[config.mk]
export PLATFORM = sky130hd
export DESIGN_NAME = bp_update_controller
export DESIGN_NICKNAME = d
export VERILOG_FILES = /design/src/rtl/bp_pkg.sv /design/src/rtl/bp_track_fifo.sv /design/src/rtl/bp_update_controller.sv
export SDC_FILE = /design/constraint.sdc
export NUM_CORES = 1
export LEC_CHECK = 0
export CAP_MARGIN = 20
export CORE_ASPECT_RATIO = 1.2
export CORE_UTILIZATION = 25
export CTS_CLUSTER_DIAMETER = 80
export DETAILED_ROUTE_END_ITERATION = 10
export PLACE_DENSITY_LB_ADDON = 0.2
export SYNTH_ARGS = -nofsm -noshare
export SYNTH_HDL_FRONTEND = slang
export SYNTH_HIERARCHICAL = 1
export SYNTH_SLANG_ARGS = --single-unit
[constraint.sdc]
create_clock -name CLOCK -period 2.8 [get_ports CLOCK]
set_input_delay 0.84 -clock CLOCK [delete_from_list [all_inputs] [get_ports CLOCK]]
set_output_delay 0.84 -clock CLOCK [all_outputs]
set_load 0.02 [all_outputs]
[src/rtl/bp_pkg.sv]
// bp_pkg: shared defaults, controller state and tracking entry layout for the branch update controller
package bp_pkg;
  localparam int ADDR_W_D = 3;
  localparam int DEPTH_D = 4;
  localparam int CNT_W_D = 16;
  typedef enum logic {RUN, RECOVER} state_t;
  typedef struct packed {
    logic [ADDR_W_D-1:0] addr;
    logic pred;
  } entry_t;
endpackage

[src/rtl/bp_track_fifo.sv]
// bp_track_fifo: in-order synchronous FIFO; clear empties it and drops a same-cycle push
module bp_track_fifo #(
  parameter int W = 4,
  parameter int DEPTH = 4
) (
  input  logic         clk,
  input  logic         rst,
  input  logic         push,
  input  logic         pop,
  input  logic         clear,
  input  logic [W-1:0] din,
  output logic         full,
  output logic         empty,
  output logic [W-1:0] head
);
  localparam int AW = $clog2(DEPTH);
  logic [AW:0] wr_ptr, rd_ptr;
  logic [W-1:0] mem [DEPTH];
  logic wr_en;
  assign wr_en = push && !clear;
  assign full = (wr_ptr[AW] != rd_ptr[AW]) && (wr_ptr[AW-1:0] == rd_ptr[AW-1:0]);
  assign empty = wr_ptr == rd_ptr;
  assign head = mem[rd_ptr[AW-1:0]];
  always_ff @(posedge clk) begin
    if (rst) begin
      wr_ptr <= '0;
      rd_ptr <= '0;
    end else begin
      if (wr_en) wr_ptr <= wr_ptr + 1'b1;
      if (clear) rd_ptr <= wr_ptr;
      else if (pop) rd_ptr <= rd_ptr + 1'b1;
    end
  end
  always_ff @(posedge clk) begin
    if (wr_en) mem[wr_ptr[AW-1:0]] <= din;
  end
endmodule

[src/rtl/bp_update_controller.sv]
// bp_update_controller: tracks issued predictions, drives predictor updates and mispredict flushes.
// Statistics counters exist only when BP_STATS_EN is defined; otherwise they read 0.
module bp_update_controller
  import bp_pkg::*;
#(
  parameter int ADDR_W = ADDR_W_D,
  parameter int DEPTH = DEPTH_D,
  parameter int CNT_W = CNT_W_D
) (
  input  logic              CLOCK,
  input  logic              INIT,
  input  logic              FETCH_VALID,
  input  logic [ADDR_W-1:0] FETCH_ADDR,
  output logic              FETCH_READY,
  output logic              PREDICT_TAKEN,
  output logic [ADDR_W-1:0] PRED_ADDR,
  input  logic              PRED_IN,
  input  logic              RES_VALID,
  input  logic              RES_OUTCOME,
  output logic              UPD_VALID,
  output logic [ADDR_W-1:0] UPD_ADDR,
  output logic              UPD_OUTCOME,
  output logic              FLUSH,
  output logic              RES_ERR,
  output logic [CNT_W-1:0]  RESOLVED,
  output logic [CNT_W-1:0]  MISPREDICTS
);
  typedef struct packed {
    logic [ADDR_W-1:0] addr;
    logic pred;
  } ent_t;
  state_t state, state_nx;
  ent_t head, din;
  logic full, empty, push, pop, mis, clear;
  assign PRED_ADDR = FETCH_ADDR;
  assign PREDICT_TAKEN = PRED_IN;
  assign din = '{addr: FETCH_ADDR, pred: PRED_IN};
  always_comb begin
    FETCH_READY = (state == RUN) && !full;
    push = FETCH_VALID && FETCH_READY;
    pop = RES_VALID && !empty && (state == RUN);
    mis = head.pred != RES_OUTCOME;
    clear = pop && mis;
    state_nx = clear ? RECOVER : RUN;
  end
  bp_track_fifo #(.W($bits(ent_t)), .DEPTH(DEPTH)) u_fifo (
    .clk(CLOCK),
    .rst(INIT),
    .push(push),
    .pop(pop),
    .clear(clear),
    .din(din),
    .full(full),
    .empty(empty),
    .head(head)
  );
  always_ff @(posedge CLOCK) begin
    if (INIT) begin
      state <= RUN;
      UPD_VALID <= 1'b0;
      UPD_ADDR <= '0;
      UPD_OUTCOME <= 1'b0;
      FLUSH <= 1'b0;
      RES_ERR <= 1'b0;
    end else begin
      state <= state_nx;
      UPD_VALID <= pop;
      FLUSH <= clear;
      RES_ERR <= RES_ERR || (RES_VALID && !pop);
      if (pop) begin
        UPD_ADDR <= head.addr;
        UPD_OUTCOME <= RES_OUTCOME;
      end
    end
  end
`ifdef BP_STATS_EN
  always_ff @(posedge CLOCK) begin
    if (INIT) begin
      RESOLVED <= '0;
      MISPREDICTS <= '0;
    end else begin
      if (pop && !(&RESOLVED)) RESOLVED <= RESOLVED + 1'b1;
      if (clear && !(&MISPREDICTS)) MISPREDICTS <= MISPREDICTS + 1'b1;
    end
  end
`else
  assign RESOLVED = '0;
  assign MISPREDICTS = '0;
`endif
endmodule

=== Yosys cells after proc, flatten, opt, wreduce, memory -nomap -nowiden ===
Memory sizes are Yosys's and may differ from the RTL's. A register that Yosys moved wholly into a read port is not among the register bits.
Cells that the tools add are included.

* Add/sub/neg operators: 2
* Bitwise gates (word level): 1
* Equal/unequal tests: 4
* Reduce and logical (&&, ||, !) cells: 14
* Mux-type cells: 7

{| class="wikitable"
|+ Operator list
! kind !! count
|-
| $logic_and A1 B1 Y1 || 8
|-
| $add A3 B1 Y3 const B || 2
|-
| $mux W3 || 2
|-
| $logic_not A1 Y1 || 4
|-
| $mux W2 || 2
|-
| $eq A3 B3 Y1 || 1
|-
| $mux W1 || 3
|-
| $eq A2 B2 Y1 || 1
|-
| $ne A1 B1 Y1 || 2
|-
| $reduce_bool A2 Y1 || 1
|-
| $logic_or A1 B1 Y1 || 1
|-
| $not A1 Y1 || 1
|}

* RAM bits: 16
* Output and inout port bits: 44
* Register bits: 14
* Word-level logic and storage cells: 37
* Memories: 1
* Input port bits: 9

{| class="wikitable"
|+ Memories
! name !! depth !! width !! read ports !! clocked after memory_dff !! wr ports !! RTL line !! source
|-
| u_fifo.mem || 4 || 4 || 1 || 1 || 1 || bp_track_fifo.sv:18 || <nowiki>logic [W-1:0] mem [DEPTH];</nowiki>
|}

=== Logic depth before layout (Yosys ltp) ===
Gate-level depths: netlist of run 1.

* Depth in word-level cells: 9
* Mapped depth: 9
* Mapped depth without buffers: 8

=== Hierarchy ===
Netlist of run 1, hierarchy kept.

{| class="wikitable"
|+ Modules (own cells, without submodules)
! module !! cells an instance !! area each (µm²) !! instances !! sequential area each (µm²)
|-
| bp_track_fifo || 66 || 1021.0 || 1 || 640.6
|-
| bp_update_controller || 68 || 578.1 || 1 || 140.1
|}

=== Worst setup path before layout of run 1 ===
Ideal clock, no wire load.

* Path kind: in2reg
* Start point: input port RES_VALID
* End point: memory u_fifo.mem[0][0], enable pin
* Setup time: 0.257 ns
* Stages on the path: 5
* Arrival: 1.935 ns
* Path slack: 0.608 ns
* Path through: or3b_4 nor2_1 nor2b_1 buf_6 and2_1

* Cells in the longest elaborated chain, start to end: 7

{| class="wikitable"
|+ Ends and longest elaborated chain
! what !! RTL line !! source
|-
| from (decl) || bp_update_controller.sv:18 || <nowiki>input logic RES_VALID,</nowiki>
|-
| $logic_and A1 B1 Y1 (2 in a row) || bp_update_controller.sv:41 || <nowiki>pop = RES_VALID && !empty && (state == RUN);</nowiki>
|-
| $logic_and A1 B1 Y1 || bp_update_controller.sv:43 || <nowiki>clear = pop && mis;</nowiki>
|-
| named net clear || bp_update_controller.sv:34 || <nowiki>logic full, empty, push, pop, mis, clear;</nowiki>
|-
| $logic_not A1 Y1 || bp_track_fifo.sv:20 || <nowiki>assign wr_en = push && !clear;</nowiki>
|-
| $logic_and A1 B1 Y1 || bp_track_fifo.sv:20 ||
|-
| $mux W1 || bp_track_fifo.sv:35 || <nowiki>if (wr_en) mem[wr_ptr[AW-1:0]] <= din;</nowiki>
|-
| $mux W1 (not written as such) || bp_track_fifo.sv:35 ||
|-
| to (decl) || bp_track_fifo.sv:18 ||
|}

The timed path passes the listed nets, and every way through them passes these cells.

=== Worst setup path after layout of run 1 ===
* Start point: input port FETCH_ADDR[2]
* End point: output port PRED_ADDR[2]

{| class="wikitable"
|+ RTL lines
! what !! RTL line !! source
|-
| from (decl) || bp_update_controller.sv:13 || <nowiki>input logic [ADDR_W-1:0] FETCH_ADDR,</nowiki>
|-
| to (decl) || bp_update_controller.sv:16 || <nowiki>output logic [ADDR_W-1:0] PRED_ADDR,</nowiki>
|}

No word-level cell between the ends.

==> results of run 1 <==
==> layout by cell type (no fill, tap or decap) <==
cell type / n
sky130_fd_sc_hd__conb_1: 32
sky130_fd_sc_hd__nand2b_1: 9
sky130_fd_sc_hd__or3b_4: 1
sky130_fd_sc_hd__nor3_2: 1
sky130_fd_sc_hd__nor2_1: 8
sky130_fd_sc_hd__and2_4: 1
sky130_fd_sc_hd__clkinv_1: 1
sky130_fd_sc_hd__dfxtp_1: 15
sky130_fd_sc_hd__ha_1: 5
sky130_fd_sc_hd__xnor2_1: 5
sky130_fd_sc_hd__o21ai_0: 1
sky130_fd_sc_hd__nor3_1: 1
sky130_fd_sc_hd__mux2i_1: 5
sky130_fd_sc_hd__xor2_1: 1
sky130_fd_sc_hd__clkinv_2: 1
sky130_fd_sc_hd__nor2b_1: 3
sky130_fd_sc_hd__bufinv_16: 1
sky130_fd_sc_hd__and2_1: 4
sky130_fd_sc_hd__mux4_1: 4
sky130_fd_sc_hd__inv_1: 3
sky130_fd_sc_hd__clkinv_4: 1
sky130_fd_sc_hd__a21oi_1: 2
sky130_fd_sc_hd__o21ai_2: 1
sky130_fd_sc_hd__nand3_1: 2
sky130_fd_sc_hd__buf_4: 6
sky130_fd_sc_hd__and3_1: 1
sky130_fd_sc_hd__a21o_1: 1
sky130_fd_sc_hd__a211oi_1: 3
sky130_fd_sc_hd__clkbuf_8: 5
sky130_fd_sc_hd__nand2_1: 1
sky130_fd_sc_hd__edfxtp_1: 16
sky130_fd_sc_hd__clkdlybuf4s50_1: 20
==> sequential cells by signal, indices dropped and copies added (netlist names), named ones only <==
| signal | cells |
|---|---|
| u_fifo/wr_ptr | 3 |
| u_fifo/mem | 16 |
| UPD_OUTCOME | 1 |
| UPD_VALID | 1 |
| UPD_ADDR | 3 |
| u_fifo/rd_ptr | 3 |
| RES_ERR | 1 |
| FLUSH | 1 |
==> cell families after synthesis <==
family / count (synthesis)
other cells: 1
xor+xnor: 6
simple gates: 32
mux: 9
buf+inv: 42
fa+ha+maj: 5
compound gates: 8
flops: 31
==> per-stage QoR <==
| step | total power, W | area [µm²] | utilization (%) | hold slack, ns | std cells |
|---|---|---|---|---|---|
| after detailed placement | 0.00140 | 1780 | 29.2 | 0.446 | 235 |
| after CTS | 0.00183 | 1890 | 31.0 | 0.456 | 243 |
| after global routing | 0.00193 | 1890 | 31.0 | 0.480 | 243 |
| after floorplan | 0.00122 | 1720 | - | 0.492 | 165 |
| after global placement | 0.00139 | 1780 | 29.2 | 0.434 | 235 |
| final | 0.00180 | 1890 | 31.0 | 0.452 | 243 |
==> report_power, final <==
group,switching (W),internal (W)
Clock,0.000160,0.000260
Combinational,0.000360,0.000329
Sequential,0.0000808,0.000610
==> routing by layer <==
layer	vias to the layer above	GRT usage, %	part of all wire (%)
met4	0	3.09	0.50
met3	2	3.68	7.6
met1	417	8.90	42
met2	46	13.8	50
met5	-	0	0
li1	436	-	-
==> Yosys cell counts (all sizes together), types with 3 or more instances <==
cell    instances
nor2b           3
ha              5
nand2b          9
xnor2           5
inv             3
and2            5
a211oi          3
dfxtp          15
edfxtp         16
mux4            4
buf            37
nor2            8
mux2i           5
==> final cells by class <==
| cell class | count | area (µm²) |
|---|---|---|
| clock inverters | 3 | 38.8 |
| repair buffers | 26 | 245 |
| well taps | 82 | 103 |
| clock buffers | 5 | 68.8 |
| inverters | 4 | 20.0 |
| flip-flops and latches | 31 | 781 |
| multi-input cells | 92 | 629 |
| fillers | 645 | 4200 |
==> how the worst min path moves through the flow <==
stage | from | end | slack [ns] | cells past startpoint
floorplan | u_fifo/wr_ptr[2]$_SDFFE_PP0P_ | u_fifo/wr_ptr[2]$_SDFFE_PP0P_ | 0.49 | 2
global placement | RES_ERR$_SDFF_PP0_ | RES_ERR$_SDFF_PP0_ | 0.43 | 2
detailed placement | RES_ERR$_SDFF_PP0_ | RES_ERR$_SDFF_PP0_ | 0.45 | 2
CTS | RES_ERR$_SDFF_PP0_ | RES_ERR$_SDFF_PP0_ | 0.46 | 2
global route | RES_ERR$_SDFF_PP0_ | RES_ERR$_SDFF_PP0_ | 0.48 | 2
finish | RES_ERR$_SDFF_PP0_ | RES_ERR$_SDFF_PP0_ | 0.45 | 2
==> impl_metrics.csv, run 1 <==
group,metric,value,unit
sta,grt_setup_unrepaired,"false",
cts,clk_path_buf_depth,2,
worst_setup_path,critical_path_buf_inv_count,2,
die,die-height,89.6,µm
outcome,outcome,"finished, final reports clean",
sta,max_slew.worst_pin.slew,0.582,ns
synthesis,synth_async_sr_flop_share,0,%
worst_setup_path,r2r.worst_path.cells,5,
cts,clkSinkCount,31,
synthesis,yosys-mux-area-fraction,9.70,%
worst_setup_path,endpoint_kind,"output port",
cts,cts_inserted_buffers,5,
worst_setup_path,arrival,1.93,ns
die,number_of_top_level_pins,53,
synthesis,syn_area,1600,µm²
routing,route.detailed.wl_per_inst,9.91,µm
sta,worst_slack,0.0264,ns
routing,final_antenna_net_count,0,
die,dieArea,6720,µm²
worst_setup_path,reg2reg_slack,0.47,ns
worst_setup_path,required,1.96,ns
routing,first_iter_violations,24,
routing,drtPass1Iterations,4,
grt,grt_first_pass_wirelength,3950,µm
worst_setup_path,critical_path.startpoint,"FETCH_ADDR[2]",
placed_design,i_o_buffers,20,
worst_setup_path,crit_chain,"clkdlybuf4s50_1, clkdlybuf4s50_1",
synthesis,synth_compound_area_share,3.36,%
synthesis,synthDominantAreaCellType,"sky130_fd_sc_hd__edfxtp_1",
placed_design,globalplace.congestion,0.654,
die,initial_core_util,26.3,%
synthesis,synth_area_leaders,"sky130_fd_sc_hd__edfxtp_1, sky130_fd_sc_hd__dfxtp_1, sky130_fd_sc_hd__buf_4",
grt,antenna_found_initial,0,
sta,tns,0,ns
worst_setup_path,worst_setup_path_endpoint,"PRED_ADDR[2]",
cells_and_area,drive_gt1_share,11.2,%
cts,cts-hold-fix-buffers,0,
routing,num_vias,901,
sta,final.setup_skew,0.00296,ns
synthesis,synthFlopType,"sky130_fd_sc_hd__edfxtp_1",
cts,cts_resized,0,
worst_setup_path,worst_path_depth,2,
die,design.core.area,6090,µm²
placed_design,pre_cts_ws,0.0291,ns
worst_setup_path,cp_most_frequent_cell,"sky130_fd_sc_hd__clkdlybuf4s50_1",
flow_run,drv_cap,0,
routing,postRouteWirelength,2410,µm
sta,fin_crit,2.77,ns
synthesis,netlist.area_leader.share,30.0,%
cts,clock_tree_from_tritoncts,"built",
cts,clock_latency,0.28,ns
synthesis,post_synth_edffs,16,
synthesis,synth-warning-count,6,
worst_hold_path,type_of_the_worst_min_delay_path,"reg2reg",
grt,first_global_vias,854,
worst_setup_path,setup.worst_path.start_class,"input pin",
worst_setup_path,cp_slowest_cell,"sky130_fd_sc_hd__clkdlybuf4s50_1",
synthesis,adder_cell_share_of_the_synthesized_area,3.91,%
synthesis,post_synth_num_cell_types,29,
power,power.density_cell_area,955,nW/µm²
cts,htree_levels,2,
routing,avgViaCountPerCell,3.71,
worst_setup_path,timing.critical_path.slowest_cell_delay,0.61,ns
routing,drc,0,
cells_and_area,antenna_cell_count,0,
placed_design,half_perimeter_wire_length_after_detailed_placement,1860,µm
cells_and_area,nNetsFinal,174,
sta,timing.fmax,0.361,GHz
worst_setup_path,setup.worst_path.class,"in2out",
worst_setup_path,regToRegEndpoint,"u_fifo/mem[0][2]$_DFFE_PP_",
power,ir_worst_vdd,0.264,mV
power,power_leakage,0.746,nW
die,die_width,75.0,µm
cts,worst_setup_hold_path_clk_slew,0.06,ns
cts,post-cts-setup-buffers,0,
synthesis,synth_top_family_by_area,"buffers and inverters",
synthesis,parity_gate_share_of_the_synthesized_area_counting_xor_and_xnor_cells,3.29,%
cts,clock-root-buffer,"sky130_fd_sc_hd__clkbuf_8",
grt,globalRoute.totalOverflow,0,
grt,grt_util_all_layers,8.14,%
sta,final-max-slew-violation-count,0,
sta,hold_viol,0,
sta,max-slew-margin-rel,61.1,%
synthesis,ys_ff_latch,31,
synthesis,post_synth_and_or_nand_nor_area_fraction,11.6,%
die,core.rowCount,31,
synthesis,syn_avg_cell_area,11.9,µm²
sta,timing.final.crit_share,99.1,%
worst_setup_path,crit_family,"buffers and inverters",
grt,grt_max_degree,19,
synthesis,syn-instance-count,134,
worst_setup_path,crit_fanout,2,
sta,timing.final.setup_violations,0,
cells_and_area,synthToLayoutAreaGrowth,17.9,%
synthesis,synth_sequential_area_ratio,48.8,%
Note: power is estimated with default switching activity, not from simulation.
==> run 2, diff against run 1 <==
--- a/config.mk
+++ b/config.mk
@@ -9,6 +9,7 @@
 export CORE_ASPECT_RATIO = 1.2
 export CORE_UTILIZATION = 25
 export CTS_CLUSTER_DIAMETER = 80
+export CTS_CLUSTER_SIZE = 25
 export DETAILED_ROUTE_END_ITERATION = 10
 export PLACE_DENSITY_LB_ADDON = 0.2
 export SYNTH_ARGS = -nofsm -noshare
==> results of run 2 <==
No change in the layout: final DEF, timing and power equal those of run 1.
==> run 3, diff against run 2 <==
==> constraint.sdc (replaced) <==
create_clock -name CLOCK -period 3.5 [get_ports CLOCK]
set_input_delay 1.05 -clock CLOCK [delete_from_list [all_inputs] [get_ports CLOCK]]
set_output_delay 1.05 -clock CLOCK [all_outputs]
set_load 0.02 [all_outputs]
==> run 3 against run 2 <==
Against the previous run:
- global-route usage is 0.17 points higher
- sequential cell count unchanged
- core utilization fell by 1.0 points
- die area unchanged
- first-iteration DRC count grew 17%
- sequential power is 20% lower
- via count fell by 4.7%
- clock skew decreased by 0.0015 ns
- critical endpoint is now PRED_ADDR[1]
- highest routed layer unchanged
==> impl_metrics.csv, run 3 (synthesis gave the netlist of run 1 again) <==
group,metric,value,unit
outcome,outcome,"finished, final reports clean",
cts,htree_levels,2,
power,power_leakage,0.705,nW
cts,clk_path_buf_depth,2,
worst_setup_path,worst_path_depth,2,
grt,globalRoute.totalOverflow,0,
sta,worst_slack,0.217,ns
cts,clkSinkCount,31,
flow_run,drv_cap,0,
worst_setup_path,critical_path_buf_inv_count,2,
die,die_width,75.0,µm
worst_setup_path,crit_chain,"clkdlybuf4s50_1, clkdlybuf4s50_1",
die,initial_core_util,26.3,%
worst_setup_path,setup.worst_path.start_class,"input pin",
worst_setup_path,timing.critical_path.slowest_cell_delay,0.64,ns
placed_design,i_o_buffers,20,
cells_and_area,largest_register_ffs,16,
die,design.core.area,6090,µm²
cts,worst_setup_hold_path_clk_slew,0.06,ns
grt,grt_util_all_layers,8.31,%
sta,hold_ws,0.445,ns
cells_and_area,synthToLayoutAreaGrowth,14.1,%
die,die-height,89.6,µm
sta,max_slew.worst_pin.slew,0.629,ns
cts,cts_inserted_buffers,5,
worst_setup_path,setup.worst_path.class,"in2out",
routing,drtPass1Iterations,4,
sta,max-slew-margin-rel,57.9,%
grt,first_global_vias,839,
worst_setup_path,arrival,2.23,ns
routing,postRouteWirelength,2530,µm
power,ir_worst_vdd,0.249,mV
sta,final-max-slew-violation-count,0,
die,number_of_top_level_pins,53,
routing,route.detailed.wl_per_inst,10.6,µm
worst_hold_path,min_path_cells,2,
routing,avgViaCountPerCell,3.61,
power,power.density_cell_area,747,nW/µm²
cells_and_area,drive_gt1_share,7.69,%
cells_and_area,layout_commonest_cell,"sky130_fd_sc_hd__conb_1",
sta,timing.fmax,0.305,GHz
cells_and_area,instances_no_fill,238,
sta,final.setup_skew,0.00146,ns
cts,cts_resized,0,
sta,grt_setup_unrepaired,"false",
worst_setup_path,r2r.worst_path.cells,5,
placed_design,pre_cts_ws,0.227,ns
placed_design,half_perimeter_wire_length_after_detailed_placement,1880,µm
placed_design,cell_count_post_placement,230,
sta,tns,0,ns
cts,cts-hold-fix-buffers,0,
cells_and_area,most-common-layout-cells,"sky130_fd_sc_hd__conb_1, sky130_fd_sc_hd__clkdlybuf4s50_1, sky130_fd_sc_hd__edfxtp_1, sky130_fd_sc_hd__dfxtp_1, sky130_fd_sc_hd__nand2b_1",
routing,num_vias,859,
grt,grt_max_degree,19,
worst_setup_path,endpoint_kind,"output port",
die,dieArea,6720,µm²
worst_setup_path,crit_family,"buffers and inverters",
cells_and_area,filler_instances,634,
power,power.total,0.00136,W
sta,timing.final.setup_violations,0,
worst_setup_path,cp_slowest_cell,"sky130_fd_sc_hd__clkdlybuf4s50_1",
cts,clock_latency,0.27,ns
worst_setup_path,cp_most_frequent_cell,"sky130_fd_sc_hd__clkdlybuf4s50_1",
routing,drc,0,
cts,clock_tree_from_tritoncts,"built",
cells_and_area,nNetsFinal,169,
grt,antenna_found_initial,0,
routing,final_antenna_net_count,0,
grt,grt_first_pass_wirelength,4000,µm
cells_and_area,antenna_cell_count,0,
sta,timing.final.crit_share,93.8,%
worst_setup_path,crit_fanout,5,
sta,fin_crit,3.28,ns
worst_setup_path,required,2.45,ns
placed_design,globalplace.congestion,0.669,
cts,post-cts-setup-buffers,0,
worst_hold_path,type_of_the_worst_min_delay_path,"reg2reg",
cts,clock-root-buffer,"sky130_fd_sc_hd__clkbuf_8",
routing,first_iter_violations,28,
sta,hold_viol,0,
die,core.rowCount,31,
[run 3: cell types whose count changed in the layout (fill, tap and decap cells not counted), sizes merged]
cell / previous run / this run
clkinvlp: 0 / 1
bufinv: 1 / 0
buf: 6 / 1
[run 3: metrics by stage]
step           cell area, µm²  utilization [%]
2_1_floorplan            1720                -
3_3_place_gp             1740             28.6
3_5_place_dp             1740             28.6
4_1_cts                  1820             30.0
5_1_grt                  1820             30.0
6_report                 1820             30.0
[run 3: area by class of cell]
| class | count | area (µm²) | area share (%) |
|---|---|---|---|
| sequential | 31 | 781 | 42.8 |
| tap | 82 | 103 | 5.62 |
| inverter | 4 | 20.0 | 1.10 |
| clock inverter | 3 | 15.0 | 0.823 |
| clock buffer | 5 | 68.8 | 3.77 |
| timing repair buffer | 21 | 208 | 11.4 |
| multi-input combinational | 92 | 629 | 34.5 |
[run 3: where the power goes]
group / leakage (nW) / internal, W / switching (W)
clock network: 0.0392 / 0.000135 / 0.000127
registers: 0.269 / 0.000488 / 0.0000639
logic: 0.397 / 0.000255 / 0.000295
total: 0.705 / 0.000878 / 0.000485
[run 3: path summary, 6_finish.rpt]
kind / from / endpoint / slack (ns)
max reg2reg: register / u_fifo/mem[2][2]$_DFFE_PP_ / 1.00
min reg2reg: RES_ERR$_SDFF_PP0_ / RES_ERR$_SDFF_PP0_ / 0.44
max: FETCH_ADDR[1] / PRED_ADDR[1] / 0.22
min: RES_ERR$_SDFF_PP0_ / RES_ERR$_SDFF_PP0_ / 0.44
[run 3: metal layers]
metal | vias up | GRT usage, % | routed length, µm
li1 | 425 | - | -
met1 | 387 | 9.55 | 1060
met2 | 45 | 14.4 | 1270
met3 | 2 | 2.57 | 196
met4 | 0 | 3.09 | 4
met5 | - | 0 | 0
==> edit, RTL diff (config.mk and constraints of run 2) <==
Build with the macro `BP_STATS_EN` defined.
--- a/src/rtl/bp_update_controller.sv
+++ b/src/rtl/bp_update_controller.sv
@@ -1,5 +1,7 @@
 // bp_update_controller: tracks issued predictions, drives predictor updates and mispredict flushes.
 // Statistics counters exist only when BP_STATS_EN is defined; otherwise they read 0.
+`define BP_STATS_EN
+
 module bp_update_controller
   import bp_pkg::*;
 #(
Behaviour: not the same (Yosys sat finds a counterexample within 4 cycles, from zero or initial values).
==> edit against run 2 <==
Clock skew increased by 2.8 ps. Global-route usage rose by 4.0 points. Clock power rose to 2.7 times the old value. Worst setup slack better by 11 ps. Total power up 77%. Routed wire length grew to 2.8 times the old value. First-iteration DRC count grew to 4.9 times the old value. Final area up 110%. Synthesized area grew 88%. Non-clock buffer count is 41 higher. Sequential cell count is 32 higher. Largest cell class is now multi-input gates.
==> edit: results (changes against run 2) <==
Status
  – Status: completed

Min path
  – Hold Crit Class: register to register
  – Hold path depth: 2 (unchanged)
  – Hold Path Sink: UPD_OUTCOME
  – HP Start: UPD_OUTCOME

Setup path
  – Reg2Reg Setup Slack: 340 ps (-130 ps)
  – CP max FO: 2 (unchanged)
  – Crit Reg-Reg Endpoint: MISPREDICTS[9]

STA
  – Clock Skews: 5.75 ps (+2.80 ps)

Routing
  – M1 wire length: 3.13 mm (+210%)
  – Routed met2 length: 3.28 mm (+180%)
  – Initial DRC count: 117 (+390%)
  – Total number of vias: 2482 (+180%)
  – Met3 routed WL: 281 um (+54%)
  – Drt total wl: 6.84 mm (+180%)

Placement
  – Final HPWL DP: 4.94 mm (+170%)
  – Post-Place Setup Slack: -21.3 ps (-50.4 ps)
  – GPL Wtd Cong: 0.748 (+14%)
  – Number of port buffers: 52 (+160%)

CTS
  – Worst-skew pair later-pin latency: 340 ps (+60 ps)
  – Clk sinks: 63 (+100%)
  – Clk root buf: clkbuf_16
  – H-tree level count: 3 (+1)
  – Total CTS buffers: 9 (+4)

Layout
  – Fill cell total of the finished layout: 1196 (+85%)
  – Layout cell share with drive strength beyond 1: 13.9% (+2.7 points)
  – Layout Nets: 378 (+120%)

Power
  – Leak: 1.42 nW (+90%)
  – Internal power component: 2.18 mW (+82%)
  – Maximum vdd drop: 0.318 mV (+20%)

Yosys
  – Synth cell types: 54 (+86%)
  – Seq/Total Area, Yosys: 47.2% (-1.7 points)
  – Largest cells by area after synthesis: dfxtp_1 31%, edfxtp_1 16%, a21oi_1 4.5%

GRT
  – Tot GR Track Use: 12.1% (+4.0 points)
  – Vias in the first global route: 2367 (+180%)
  – First-pass GRT wire length: 11.4 mm (+190%)
  – Largest net degree at the start of global routing: 39 (+20)
-- edit: cell types whose count changed after synthesis, moves of 7 or more --
cell	change
or4_1	+11
a21oi_1	+25
nor2_1	+14
o31ai_1	+12
dfxtp_1	+32
nand3_1	+11
buf_4	-32
nand2_1	+19
nor3_1	+7
and3_1	+7
nand4_1	+7
-- edit: cell type report --
cell class	instances	share of cell area, %
inverters	7	0.649
flip-flops and latches	63	35.1
repair buffers	67	15.6
multi-input cells	214	36.5
well taps	157	4.85
clock buffers	9	5.56
clock inverters	7	1.79
-- edit: through the flow --
| stage | instances | hold slack (ps) | cell area (sq um) |
|---|---|---|---|
| 2_1_floorplan | 296 | 492 | 3010 |
| 3_3_place_gp | 508 | 452 | 3750 |
| 3_5_place_dp | 508 | 452 | 3750 |
| 4_1_cts | 524 | 466 | 4050 |
| 5_1_grt | 524 | 485 | 4050 |
| 6_report | 524 | 459 | 4050 |
-- edit: repair_timing --
action	in CTS	in global routing
gates resized for setup	0	1
setup buffers	0	0
endpoints found under the setup margin	0	1
hold buffers	0	0
-- edit: cell families (layout without fill, tap and decap cells) --
family | Yosys count | after routing | synth area share [%]
AO/OA/AOI/OAI | 59 | 59 | 12.2
multiplexers | 12 | 12 | 6.39
XOR/XNOR | 6 | 6 | 1.99
buffers and inverters | 19 | 90 | 3.86
AND/OR/NAND/NOR | 130 | 130 | 25.5
adder cells (fa/ha/maj) | 7 | 7 | 2.91
flip-flops | 63 | 63 | 47.2
-- edit: worst max path at each step --
stage | start | to | slack (ps) | depth (start not counted)
floorplan | register | MISPREDICTS[9] | 560 | 5
global placement | FETCH_ADDR[1] | PRED_ADDR[1] | 40 | 2
detailed placement | RES_OUTCOME | MISPREDICTS[9] | -20 | 5
CTS | PRED_IN | PREDICT_TAKEN | 30 | 2
global route | FETCH_ADDR[2] | PRED_ADDR[2] | 10 | 2
finish | PRED_IN | PREDICT_TAKEN | 40 | 2
-- edit: power by group through the flow --
| stage | clock, mW | sequential, mW | combinational (mW) |
|---|---|---|---|
| 6_report | 1.12 | 1.18 | 0.886 |
| 5_1_grt | 1.19 | 1.21 | 0.999 |
| 4_1_cts | 1.15 | 1.19 | 0.907 |
| 3_5_place_dp | 0 | 1.21 | 0.898 |
| 3_3_place_gp | 0 | 1.21 | 0.898 |
| 2_1_floorplan | 0 | 1.24 | 0.526 |
-- edit: routing by layer --
| metal | up-vias | track usage, % |
|---|---|---|
| met5 | - | 0 |
| met4 | 0 | 6.43 |
| met3 | 11 | 3.19 |
| met2 | 49 | 19.2 |
| met1 | 1171 | 15.0 |
| li1 | 1251 | - |
